==> config.mk <==
export PLATFORM = sky130hd
export DESIGN_NAME = mmc_cmd_control_layer_init_seq
export DESIGN_NICKNAME = d
export VERILOG_FILES = /design/src/rtl/mmc_init_pkg.sv /design/src/rtl/mmc_init_frame_rom.sv /design/src/rtl/mmc_cmd_control_layer_init_seq.sv
export SDC_FILE = /design/constraint.sdc
export NUM_CORES = 1
export LEC_CHECK = 0
export ABC_AREA = 1
export CAP_MARGIN = 20
export CORE_MARGIN = 2
export CORE_UTILIZATION = 48
export CTS_CLUSTER_DIAMETER = 60
export DETAILED_ROUTE_END_ITERATION = 16
export PLACE_DENSITY = 0.83
export SYNTH_ARGS = -nofsm -noshare
export SYNTH_HDL_FRONTEND = slang
export SYNTH_SLANG_ARGS = --single-unit
==> constraint.sdc <==
create_clock -name iCLOCK -period 2.12 [get_ports iCLOCK]
set_input_delay 0.212 -clock iCLOCK [delete_from_list [all_inputs] [get_ports iCLOCK]]
set_output_delay 0.212 -clock iCLOCK [all_outputs]
set_load 0.005 [all_outputs]
==> src/rtl/mmc_init_pkg.sv <==
// ----------------------------------------------------------------------------
// mmc_init_pkg
// Shared definitions for the MMC/SD SPI-mode power-up sequencer:
//   - state encodings and the state enum
//   - CMD0 (GO_IDLE_STATE) frame bytes and the R1 "idle" response value
//   - the 0xFF byte driven whenever the bus is idle
// ----------------------------------------------------------------------------
package mmc_init_pkg;

  localparam logic [2:0] ST_IDLE       = 3'd0;
  localparam logic [2:0] ST_DUMMY      = 3'd1;
  localparam logic [2:0] ST_DUMMY_WAIT = 3'd2;
  localparam logic [2:0] ST_CMD        = 3'd3;
  localparam logic [2:0] ST_POLL_REQ   = 3'd4;
  localparam logic [2:0] ST_POLL_WAIT  = 3'd5;
  localparam logic [2:0] ST_TRAIL      = 3'd6;
  localparam logic [2:0] ST_END        = 3'd7;

  typedef enum logic [2:0] {
    S_IDLE       = ST_IDLE,
    S_DUMMY      = ST_DUMMY,
    S_DUMMY_WAIT = ST_DUMMY_WAIT,
    S_CMD        = ST_CMD,
    S_POLL_REQ   = ST_POLL_REQ,
    S_POLL_WAIT  = ST_POLL_WAIT,
    S_TRAIL      = ST_TRAIL,
    S_END        = ST_END
  } state_t;

  // CMD0 frame: start bits + index, 32-bit zero argument, CRC7 + end bit
  localparam logic [7:0] CMD0_BYTE0 = 8'h40;
  localparam logic [7:0] CMD0_BYTE1 = 8'h00;
  localparam logic [7:0] CMD0_BYTE2 = 8'h00;
  localparam logic [7:0] CMD0_BYTE3 = 8'h00;
  localparam logic [7:0] CMD0_BYTE4 = 8'h00;
  localparam logic [7:0] CMD0_BYTE5 = 8'h95;
  localparam logic [2:0] CMD0_LAST_IDX = 3'd5;

  localparam logic [7:0] R1_IDLE   = 8'h01;
  localparam logic [7:0] IDLE_BYTE = 8'hFF;

endpackage

==> src/rtl/mmc_init_frame_rom.sv <==
// ----------------------------------------------------------------------------
// mmc_init_frame_rom
// Combinational lookup of the CMD0 frame byte at a given position.
// Ports:
//   i_index  3-bit byte position within the frame (0..5)
//   o_byte   8-bit frame byte; 0xFF for positions past the frame
// ----------------------------------------------------------------------------
module mmc_init_frame_rom
  import mmc_init_pkg::*;
(
  input  logic [2:0] i_index,
  output logic [7:0] o_byte
);

  // Positions 6 and 7 never occur in normal operation; they read as idle bytes
  always_comb begin
    o_byte = IDLE_BYTE;
    case (i_index)
      3'd0:    o_byte = CMD0_BYTE0;
      3'd1:    o_byte = CMD0_BYTE1;
      3'd2:    o_byte = CMD0_BYTE2;
      3'd3:    o_byte = CMD0_BYTE3;
      3'd4:    o_byte = CMD0_BYTE4;
      3'd5:    o_byte = CMD0_BYTE5;
      default: o_byte = IDLE_BYTE;
    endcase
  end

endmodule

==> src/rtl/mmc_cmd_control_layer_init_seq.sv <==
// ----------------------------------------------------------------------------
// mmc_cmd_control_layer_init_seq
// SPI-mode MMC/SD power-up sequencer. Sends P_DUMMY_BYTES 0xFF clock bytes
// with CS high, then (when MMC_INIT_CMD0_EN is defined) issues CMD0 with CS
// low, polls for the R1 response, retries failed attempts up to P_RETRY
// times and finishes with one trailing 0xFF byte with CS high.
// Build option:
//   MMC_INIT_CMD0_EN  defined: full CMD0 sequence; undefined: dummy bytes only
// Ports:
//   iCLOCK, inRESET           clock, asynchronous active-low reset
//   iINIT_START               start pulse, honoured only when idle
//   oINIT_BUSY/END/ERROR      status, one-cycle done pulse, result flag
//   oMMC_REQ, iMMC_BUSY       byte request (accepted when REQ=1), layer busy
//   oMMC_CS, oMMC_DATA        chip-select level and byte to transmit
//   iMMC_VALID, iMMC_DATA     received-byte strobe and data
// ----------------------------------------------------------------------------
module mmc_cmd_control_layer_init_seq
  import mmc_init_pkg::*;
#(
  parameter int P_DUMMY_BYTES = 10,
  parameter int P_RESP_POLL   = 8,
  parameter int P_RETRY       = 3
) (
  input  logic       iCLOCK,
  input  logic       inRESET,
  input  logic       iINIT_START,
  output logic       oINIT_BUSY,
  output logic       oINIT_END,
  output logic       oINIT_ERROR,
  output logic       oMMC_REQ,
  input  logic       iMMC_BUSY,
  output logic       oMMC_CS,
  output logic [7:0] oMMC_DATA,
  input  logic       iMMC_VALID,
  input  logic [7:0] iMMC_DATA
);

  localparam logic [7:0] LP_DUMMY_LAST = 8'(P_DUMMY_BYTES - 1);

  state_t     r_state;
  state_t     w_stateNext;
  logic [7:0] r_byteCnt;
  logic [7:0] w_byteCntNext;
  logic       w_accept;

`ifdef MMC_INIT_CMD0_EN
  localparam logic [7:0] LP_RESP_POLL = 8'(P_RESP_POLL);
  localparam logic [3:0] LP_RETRY     = 4'(P_RETRY);

  logic [7:0] r_pollCnt;
  logic [7:0] w_pollCntNext;
  logic [3:0] r_retryCnt;
  logic [3:0] w_retryCntNext;
  logic [2:0] r_cmdIdx;
  logic [2:0] w_cmdIdxNext;
  logic       r_trailSent;
  logic       w_trailSentNext;
  logic       r_error;
  logic       w_errorNext;
  logic [7:0] w_frameByte;

  mmc_init_frame_rom u_frameRom (
    .i_index (r_cmdIdx),
    .o_byte  (w_frameByte)
  );
`else
  logic w_unused;
  assign w_unused = &{1'b0, iMMC_VALID, iMMC_DATA, 8'(P_RESP_POLL), 4'(P_RETRY)};
`endif

  // Byte request: only the sending states ask, and only while the byte
  // layer is free. TRAIL asks once; afterwards it just waits for idle.
  always_comb begin
    oMMC_REQ = 1'b0;
    case (r_state)
      S_DUMMY:              oMMC_REQ = !iMMC_BUSY;
`ifdef MMC_INIT_CMD0_EN
      S_CMD, S_POLL_REQ:    oMMC_REQ = !iMMC_BUSY;
      S_TRAIL:              oMMC_REQ = !iMMC_BUSY && !r_trailSent;
`endif
      default:              oMMC_REQ = 1'b0;
    endcase
  end

  assign w_accept   = oMMC_REQ;
  assign oINIT_BUSY = (r_state != S_IDLE);
  assign oINIT_END  = (r_state == S_END);

`ifdef MMC_INIT_CMD0_EN
  // CS is low from the first CMD0 byte until R1 is resolved, including
  // across retries; everything else runs deselected with 0xFF on the line.
  always_comb begin
    oMMC_CS   = 1'b1;
    oMMC_DATA = IDLE_BYTE;
    case (r_state)
      S_CMD: begin
        oMMC_CS   = 1'b0;
        oMMC_DATA = w_frameByte;
      end
      S_POLL_REQ, S_POLL_WAIT: oMMC_CS = 1'b0;
      default: ;
    endcase
  end
  assign oINIT_ERROR = r_error;
`else
  assign oMMC_CS     = 1'b1;
  assign oMMC_DATA   = IDLE_BYTE;
  assign oINIT_ERROR = 1'b0;
`endif

  // Next-state and counter update. All limits are compared before the
  // increment so no counter ever wraps.
  always_comb begin
    w_stateNext   = r_state;
    w_byteCntNext = r_byteCnt;
`ifdef MMC_INIT_CMD0_EN
    w_pollCntNext   = r_pollCnt;
    w_retryCntNext  = r_retryCnt;
    w_cmdIdxNext    = r_cmdIdx;
    w_trailSentNext = r_trailSent;
    w_errorNext     = r_error;
`endif
    case (r_state)
      S_IDLE: begin
        if (iINIT_START) begin
          w_stateNext   = S_DUMMY;
          w_byteCntNext = 8'd0;
`ifdef MMC_INIT_CMD0_EN
          w_pollCntNext   = 8'd0;
          w_retryCntNext  = 4'd0;
          w_cmdIdxNext    = 3'd0;
          w_trailSentNext = 1'b0;
          w_errorNext     = 1'b0;
`endif
        end
      end
      S_DUMMY: begin
        if (w_accept) begin
          w_byteCntNext = r_byteCnt + 8'd1;
          if (r_byteCnt == LP_DUMMY_LAST) w_stateNext = S_DUMMY_WAIT;
        end
      end
      S_DUMMY_WAIT: begin
        if (!iMMC_BUSY) begin
`ifdef MMC_INIT_CMD0_EN
          w_stateNext  = S_CMD;
          w_cmdIdxNext = 3'd0;
`else
          w_stateNext  = S_END;
`endif
        end
      end
`ifdef MMC_INIT_CMD0_EN
      S_CMD: begin
        if (w_accept) begin
          if (r_cmdIdx == CMD0_LAST_IDX) begin
            w_stateNext   = S_POLL_REQ;
            w_cmdIdxNext  = 3'd0;
            w_pollCntNext = 8'd0;
          end else begin
            w_cmdIdxNext = r_cmdIdx + 3'd1;
          end
        end
      end
      S_POLL_REQ: begin
        if (w_accept) begin
          w_pollCntNext = r_pollCnt + 8'd1;
          w_stateNext   = S_POLL_WAIT;
        end
      end
      S_POLL_WAIT: begin
        if (iMMC_VALID) begin
          if (iMMC_DATA == R1_IDLE) begin
            w_stateNext     = S_TRAIL;
            w_trailSentNext = 1'b0;
          end else if ((iMMC_DATA == IDLE_BYTE) && (r_pollCnt < LP_RESP_POLL)) begin
            w_stateNext = S_POLL_REQ;
          end else if (r_retryCnt < LP_RETRY) begin
            w_retryCntNext = r_retryCnt + 4'd1;
            w_cmdIdxNext   = 3'd0;
            w_stateNext    = S_CMD;
          end else begin
            w_errorNext     = 1'b1;
            w_trailSentNext = 1'b0;
            w_stateNext     = S_TRAIL;
          end
        end
      end
      S_TRAIL: begin
        if (r_trailSent) begin
          if (!iMMC_BUSY) w_stateNext = S_END;
        end else if (w_accept) begin
          w_trailSentNext = 1'b1;
        end
      end
`endif
      S_END:   w_stateNext = S_IDLE;
      default: w_stateNext = S_IDLE;
    endcase
  end

  // State and counter registers; reset forces IDLE, which deselects the card
  always_ff @(posedge iCLOCK or negedge inRESET) begin
    if (!inRESET) begin
      r_state   <= S_IDLE;
      r_byteCnt <= 8'd0;
`ifdef MMC_INIT_CMD0_EN
      r_pollCnt   <= 8'd0;
      r_retryCnt  <= 4'd0;
      r_cmdIdx    <= 3'd0;
      r_trailSent <= 1'b0;
      r_error     <= 1'b0;
`endif
    end else begin
      r_state   <= w_stateNext;
      r_byteCnt <= w_byteCntNext;
`ifdef MMC_INIT_CMD0_EN
      r_pollCnt   <= w_pollCntNext;
      r_retryCnt  <= w_retryCntNext;
      r_cmdIdx    <= w_cmdIdxNext;
      r_trailSent <= w_trailSentNext;
      r_error     <= w_errorNext;
`endif
    end
  end

endmodule

# Word level (Yosys, flattened, before mapping)
# Cells that the tools add are included.
[op_classes]
reduce_logical = 6
shifts = 0
eq_ne = 8
order_cmp = 0
div_mod_pow = 0
add_sub_neg = 1
bitwise_logic = 0
n_mux = 9
mul = 0
[ops]
columns = ["operator", "count"]
rows = [
  ["two-way mux 8 bit", 2],
  ["one-hot mux 8 bit (2 select lines)", 1],
  ["two-way mux 3 bit", 4],
  ["one-hot mux 3 bit (3 select lines)", 1],
  ["adder 8 x 1 -> 8 bit, second input constant", 1],
  ["equality test 8 x 4 -> 1 bit, second input constant", 1],
  ["!= test 2 bit, second input constant", 4],
  ["AND reduction 4 bit", 1],
  ["equality test 3 x 1 -> 1 bit, second input constant", 1],
  ["equality test 3 x 2 -> 1 bit, second input constant", 1],
  ["equality test 3 bit, second input constant", 1],
  ["logical NOT 3 bit", 1],
  ["AND reduction 3 bit", 1],
  ["nonzero test 3 bit", 1],
  ["nonzero test 2 bit", 1],
  ["logical NOT 1 bit", 1],
  ["two-way mux 1 bit", 1],
]
[totals]
latchBits = 0
n_memories = 0
romBits = 0
output_inout_bits = 13
mem_bits_rw = 0
ff_bits = 11

# Logic depth before layout (Yosys ltp)
# Gate-level depths: netlist (run 1).
[depth]
ltp_word = 4
mapped_depth = 7

# Least setup slack after synthesis (run 1)
# No wires, ideal clock.
[synth_path]
path_kind = "flip-flop to flip-flop"
startpoint = "register r_byteCnt[1]"
endpoint = "register r_state[0]"
stages_incl_launch_ff = 8
required_time_ps = 2003
path_buffers = 0
path_slack_ps = 978
setup_time_ps = 117
arrival_time_ps = 1025
cell_sequence = "dfrtp_1 -> inv_1 -> ha_1 -> nand3_1 -> o21ai_2 -> nand3_1 -> nand2_1 -> nand2_1"
[synth_between]
elab_chain_cells = 3
[synth_rtl]
columns = ["element", "line", "source"]
rows = [
  ["start: declaration", "mmc_cmd_control_layer_init_seq.sv:42", "logic [7:0] r_byteCnt;"],
  ["start signal: assignment", "mmc_cmd_control_layer_init_seq.sv:216", "r_byteCnt <= w_byteCntNext;"],
  ["equality test 8 x 4 -> 1 bit", "mmc_cmd_control_layer_init_seq.sv:140", "if (r_byteCnt == LP_DUMMY_LAST) w_stateNext = S_DUMMY_WAIT;"],
  ["!= test 2 bit (no source line)", "-", ""],
  ["AND reduction 4 bit (no source line)", "-", ""],
  ["end signal: assignment", "mmc_cmd_control_layer_init_seq.sv:215", "r_state <= w_stateNext;"],
  ["end: declaration", "mmc_cmd_control_layer_init_seq.sv:40", "state_t r_state;"],
]
# No other way between the ends.
# A chain may end at the register's enable or synchronous reset.

# Worst setup path after layout (run 1)
[layout_path]
startpoint = "register r_state[1]"
endpoint = "output port oMMC_REQ"
[layout_between]
elab_chain_cells = 2
[layout_rtl]
columns = ["element", "line", "source"]
rows = [
  ["equality test 3 x 1 -> 1 bit", "mmc_cmd_control_layer_init_seq.sv:75", "case (r_state)"],
  ["two-way mux 1 bit", "mmc_cmd_control_layer_init_seq.sv:75", ""],
  ["end: declaration", "mmc_cmd_control_layer_init_seq.sv:30", "output logic oMMC_REQ,"],
]
# No other way between the ends.

==> results of run 1 <==
## power groups by stage
stage | clock (mW) | sequential (mW) | combinational [mW]
detailed placement | 0 | 0.318 | 0.460
finish | 0.147 | 0.314 | 0.457
global placement | 0 | 0.316 | 0.443
floorplan | 0 | 0.307 | 0.360
CTS | 0.154 | 0.314 | 0.462
global route | 0.162 | 0.325 | 0.524
## routing by layer
metal,track usage,up-vias
met5,0,-
met4,0.05455,0
met3,0.06531,2
met2,0.2812,12
met1,0.2112,306
li1,-,330
## cells by family after synthesis
kind of cell / synth area share
AND/OR/NAND/NOR: 0.3762
flip-flops: 0.3492
other: 0.009527
adder cells (fa/ha/maj): 0.03174
AO/OA/AOI/OAI: 0.08572
buffers and inverters: 0.1476
## worst min-delay path by stage
stage / from / cells past startpoint / end
after CTS: inRESET / 1 / r_state[1]
after global placement: r_byteCnt[7] / 2 / r_byteCnt[7]
after global routing: inRESET / 1 / r_state[1]
after detailed placement: r_byteCnt[7] / 2 / r_byteCnt[7]
after floorplan: inRESET / 0 / r_byteCnt[0]
final: inRESET / 1 / r_state[1]
## synth_stat cells
cell type,n,area share
nand3b_4,1,0.025
o22ai_1,1,0.0079
nor3b_1,1,0.0095
o21ai_2,1,0.011
inv_2,2,0.0095
nand4_1,4,0.032
o21bai_1,1,0.0095
nand3_4,1,0.022
conb_1,2,0.0095
nand2_2,3,0.024
inv_1,9,0.043
nor2_1,9,0.043
ha_1,2,0.032
nand3_1,9,0.057
o21ai_0,1,0.0063
o21ai_1,6,0.038
nand2_1,21,0.10
buf_4,10,0.095
nand3_2,1,0.013
dfrtp_1,11,0.35
nor2_2,1,0.0079
nor2_4,3,0.043
a21oi_1,2,0.013
## stage by stage
stage          hold slack (ns)  instances  total power, mW
3_5_place_dp            0.5261        122           0.7779
4_1_cts                 0.2704        126           0.9306
5_1_grt                 0.3056        126            1.011
3_3_place_gp            0.5050        122           0.7587
6_report                0.2577        126           0.9182
2_1_floorplan         -0.08359        110           0.6672
## state kept, by name, summed over array words and instances (netlist names)
name       count
r_byteCnt      8
r_state        3
## area by class of cell
type / count / area [sq um] / area share
clock buffers: 4 / 26.28 / 0.03093
flip-flops and latches: 11 / 275.3 / 0.3240
inverters: 11 / 41.29 / 0.04860
well taps: 16 / 20.02 / 0.02356
repair buffers: 6 / 60.06 / 0.07069
multi-input cells: 78 / 426.7 / 0.5022
==> impl_results.md, run 1 <==
- Detailed Routing Iterations Pass 1: 4
- Final worst-path setup slack: 0.2155 ns
- CP startpoint: r_state[1]
- Via count: 650
- P_int: 501.5 uW
- Antenna violations before repair: 0
- Die X: 44.53 microns
- I/O pin cnt: 26
- Worst r2r path cells: 6
- Pwr dens: 1081 nW/um^2
- CTS resizes: 0
- Design area: 849.6 sq um
- First-pass GRT wire length: 2497 microns
- Top Layer Used: met4
- CP Class: reg -> out
- Gr usage total: 0.1733
- Area Overhead vs Synth: 7.778%
- Final hold vios: 0
- CP Depth: 4
- Starting DRT DRC Count: 16
- Starting Density: 0.5172
- #FFs+latches synth: 11
- Crit start category: register
- Logic gate share of total power: 0.498
- Setup Fix Bufs, Post-CTS: 0
- Hold crit path type: in -> async
- Worst path bufs/invs: 2
- Length of routed met3 wiring: 65 microns
- Crit-path cells: inv_2 -> nand3_4 -> nor2_4 -> clkdlybuf4s50_1
- CP required: 1.91 ns
- DRT met1 WL: 620 microns
- CTS tree: built
- Unrepaired setup endpoints after global routing: false
- Fin util: 0.5575
- Via density: 5.159
- Worst EP arrival: 1.69 ns
- R2r setup slk: 0.86 ns
- Most common cell after layout, fill and taps aside: nand2_1
- Met2 WL: 691 microns
- Synthesized area per cell: 7.728 sq um
- DP Area: 823.3 sq um
- Fillers: 157
- Crit Path Max Fanout: 6
- Leakage: 0.3992 nW
- Final-stage net count: 126
- Max IR drop VDD: 0.0005870 V
- Max-cap viol count: 0
- F_max: 525.1 MHz
- Critical R2R Launch: r_byteCnt[0]
- Clock network latency to the later pin of the worst-skew pair: 0.28 ns
- Max-slew violation count: 0
- Antenna cell count: 0
- CTS root buf: clkbuf_4
- Row count: 14
- Pin count of the biggest net entering global routing: 12
- Tcrit/Tclk final: 0.8984
- Synth cell types: 23
- GRT overflow: 0
- Sequential power share: 0.342
- Final wirelength: 1390 microns
- Post-DRT Antenna Nets: 0
- Hold_buf cts: 0
- Commonest non-fill, non-tap cells in the layout: nand2_1 (21), dfrtp_1 (11), conb_1 (10)
- Critical Path End: oMMC_REQ
- Highest-delay cell along the critical path: clkdlybuf4s50_1
- HPWL after DPL: 1096 microns
- CTS H-tree lvls: 1
- # DRC: 0
- Status: completed
- Final min period: 1.905 ns
- Layout cell share with drive strength beyond 1: 0.1455
- CP endpoint kind: output port
- Sw frac: 0.4538
- Register area share after synthesis: 0.3492
- TritonCTS Buffers: 3
- Cell family with most CP delay: buffers and inverters
- Vias in the first global route: 590
- Gp weighted congestion: 0.8417
- Cells after Synth: 102
- CTS Sinks: 11
- Synth Cell Area: 788.3 sq um
- Wirelength per Cell: 11.03 microns
- Clock power share: 0.160
- CTS clock-pin slew for the worst setup and hold paths: 0.08 ns
- Post-route setup TNS: 0 ns
- Largest stage delay, worst path: 0.53 ns
- Placement Setup Slack: 0.4016 ns
- Die Span Y: 44.53 microns
- Setup violations, final: 0
- Core area: 1524 sq um
- Clock buffer depth: 2
- Die area: 1982 sq um
- Switching pwr: 416.7 uW
- Port bufs: 6
- Number of synthesis warnings: 0
- Reg-to-Reg End: r_byteCnt[6]
- Final setup skew: 0.01007 ns
Note: power is estimated with default switching activity, not from simulation.
==> run 2, diff against run 1 <==
- CORE_UTILIZATION: 48 -> 40
- PLACE_DENSITY: 0.83 -> 0.74
- clock period: 2.12 -> 1.65 ns (I/O delays scaled with it)
==> run 2 against run 1 <==
Effect of this change: setup slack got worse by 0.16 ns; combinational power increased by 46%; non-clock buffer count rose by 7; die area increased by 18%; utilization decreased by 7.6 points; sequential share of layout area down 2.2 points; critical endpoint is now oINIT_END; largest cell class unchanged.
==> impl_results.md, run 2 (synthesis gave the netlist of run 1 again) <==
- Status: completed (unchanged)
- Final min period: 1.593 ns
- CP endpoint kind: output port (unchanged)
- CTS clock-pin slew for the worst setup and hold paths: 0.08 ns (about the same)
- Port bufs: 6 (unchanged)
- GRT overflow: 0 (unchanged)
- Top Layer Used: met4 (unchanged)
- F_max: 627.8 MHz
- I/O pin cnt: 26 (unchanged)
- Reg-to-Reg End: r_byteCnt[5] (was r_byteCnt[6])
- CTS root buf: clkbuf_4 (unchanged)
- Worst EP arrival: 1.43 ns (was 1.69 ns)
- Tightest Pin Transition: 0.5019 ns
- Met2 WL: 835 microns (was 691 microns)
- Most common cell after layout, fill and taps aside: nand2_1 (unchanged)
- Final worst-path setup slack: 0.05702 ns (was 0.2155 ns)
- Leakage: 0.4377 nW (was 0.3992 nW)
- Max reg flops: 8 (unchanged)
- Critical R2R Launch: r_state[2] (was r_byteCnt[0])
- Antenna cell count: 0 (unchanged)
- Storage cell area: 276.5 sq um (was 275.3 sq um)
- First-pass GRT wire length: 2863 microns (was 2497 microns)
- Die X: 48.39 microns (was 44.53 microns)
- Highest-delay cell along the critical path: clkdlybuf4s50_1 (unchanged)
- Final Non-Filler Cells: 144 (was 126)
- Die area: 2342 sq um (was 1982 sq um)
- Final setup skew: 0.002846 ns (was 0.01007 ns)
- Placement Setup Slack: 0.1797 ns (was 0.4016 ns)
- Post-DRT Antenna Nets: 0 (unchanged)
- Final hold vios: 0 (unchanged)
- Area Overhead vs Synth: 16.19% (was 7.778%)
- Gp weighted congestion: 0.8173 (was 0.8417)
- Pin count of the biggest net entering global routing: 12 (unchanged)
- Crit-path cells: buf_4 -> nand2_1 -> nor2_1 -> clkdlybuf4s50_1 (was inv_2 -> nand3_4 -> nor2_4 -> clkdlybuf4s50_1)
- Final wirelength: 1619 microns (was 1390 microns)
- Setup violations, final: 0 (unchanged)
- Unrepaired setup endpoints after global routing: true (was false)
- Via count: 687 (was 650)
- Fillers: 196 (was 157)
- Vias in the first global route: 654 (was 590)
- DRT met1 WL: 679 microns (was 620 microns)
- Dpl cells: 135 (was 122)
- HPWL after DPL: 1192 microns (was 1096 microns)
- Largest regs: r_byteCnt: 8 flops, r_state: 3 flops (unchanged)
- Post-route setup TNS: 0 ns (unchanged)
- CP Class: reg -> out (unchanged)
- Tcrit/Tclk final: 0.9654
- Antenna violations before repair: 0 (unchanged)
- Crit start category: register (unchanged)
- Multi-input gate area: 426.7 sq um (unchanged)
- Worst path bufs/invs: 2 (unchanged)
- Hold_buf cts: 0 (unchanged)
- Length of routed met3 wiring: 85 microns (was 65 microns)
- Largest stage delay, worst path: 0.50 ns (was 0.53 ns)
- Most flops, register: r_byteCnt (unchanged)
- Pwr dens: 1376 nW/um^2 (was 1081 nW/um^2)
- CTS H-tree lvls: 1 (unchanged)
- Fin util: 0.4816 (was 0.5575)
- Commonest non-fill, non-tap cells in the layout: nand2_1 (21), conb_1 (10), dfrtp_1 (10) (was nand2_1 (21), dfrtp_1 (11), conb_1 (10))
- Max-slew violation count: 0 (unchanged)
- Die Span Y: 48.39 microns (was 44.53 microns)
- Via density: 4.771 (was 5.159)
- CTS Sinks: 11 (unchanged)
- Gr usage total: 0.1609 (was 0.1733)
- Detailed Routing Iterations Pass 1: 4 (unchanged)
- Clock buffer depth: 2 (unchanged)
- Starting Density: 0.4145 (was 0.5172)
- Cell family with most CP delay: buffers and inverters (unchanged)
- Max IR drop VDD: 0.0008398 V (was 0.0005870 V)
- Layout cell share with drive strength beyond 1: 0.2137 (was 0.1455)
- Relative slew slack: 0.6643
- Design area: 915.9 sq um (was 849.6 sq um)
- Hold crit path type: in -> async (unchanged)
- Fin Hold WS: 0.2131 ns (was 0.2577 ns)
- Wirelength per Cell: 11.24 microns (was 11.03 microns)
- R2r setup slk: 0.37 ns (was 0.86 ns)
- CP required: 1.48 ns (was 1.91 ns)
- # DRC: 0 (unchanged)
- Crit Path Max Fanout: 4 (was 6)
- Max-cap viol count: 0 (unchanged)
- Core area: 1902 sq um (was 1524 sq um)
- DP Area: 852.1 sq um (was 823.3 sq um)
- Row count: 16 (was 14)
- Final-stage net count: 133 (was 126)
- Starting DRT DRC Count: 16 (unchanged)
- Clock network latency to the later pin of the worst-skew pair: 0.28 ns (about the same)
- TritonCTS Buffers: 3 (unchanged)
- Power Total: 1.260 mW (was 918.2 uW)
- CTS tree: built (unchanged)
- Worst r2r path cells: 7 (was 6)
run 2: cell count changes in the layout (fill, tap and decap cells not counted):
cell	before	now
inv_2	2	3
dlygate4sd2_1	0	1
dfrtp_1	11	10
inv_1	9	8
dfrtp_2	0	1
buf_4	0	7
clkdlybuf4s50_1	6	5
run 2: what timing repair did:
item,CTS,global route
pin swaps,1,0
gates resized for setup,3,0
setup endpoints to repair,2,2
setup buffers,4,1
cloned,0,0
run 2: area by class of cell:
type | instances | share of cell area
well taps | 27 | 0.03689
repair buffers | 13 | 0.1216
flip-flops and latches | 11 | 0.3019
clock buffers | 4 | 0.02869
multi-input cells | 78 | 0.4658
inverters | 11 | 0.04508
run 2: routing by layer:
metal	GRT usage	up-vias
met4	0.07143	0
li1	-	338
met3	0.04938	2
met5	0	-
met1	0.1833	325
met2	0.2778	22
run 2: worst max path at each step:
stage / from / cells after the start / to
after floorplan: r_byteCnt[1] / 7 / r_state[0]
after global placement: r_state[1] / 4 / oMMC_REQ
after global routing: r_state[2] / 4 / oINIT_BUSY
final: r_state[1] / 4 / oINIT_END
after CTS: r_state[1] / 4 / oINIT_END
after detailed placement: r_state[1] / 4 / oMMC_REQ
run 2: where the power goes:
part	switching (mW)	internal (mW)
logic	0.385	0.279
clock network	0.105	0.0940
registers	0.0698	0.326
total	0.561	0.699
==> run 3, diff against run 2 <==
- SYNTH_HIERARCHICAL: not set -> 1
==> results of run 3 <==
No change in the layout: final DEF, timing and power equal those of run 2.
Main changes from that run: Yosys warning count 0 -> 6
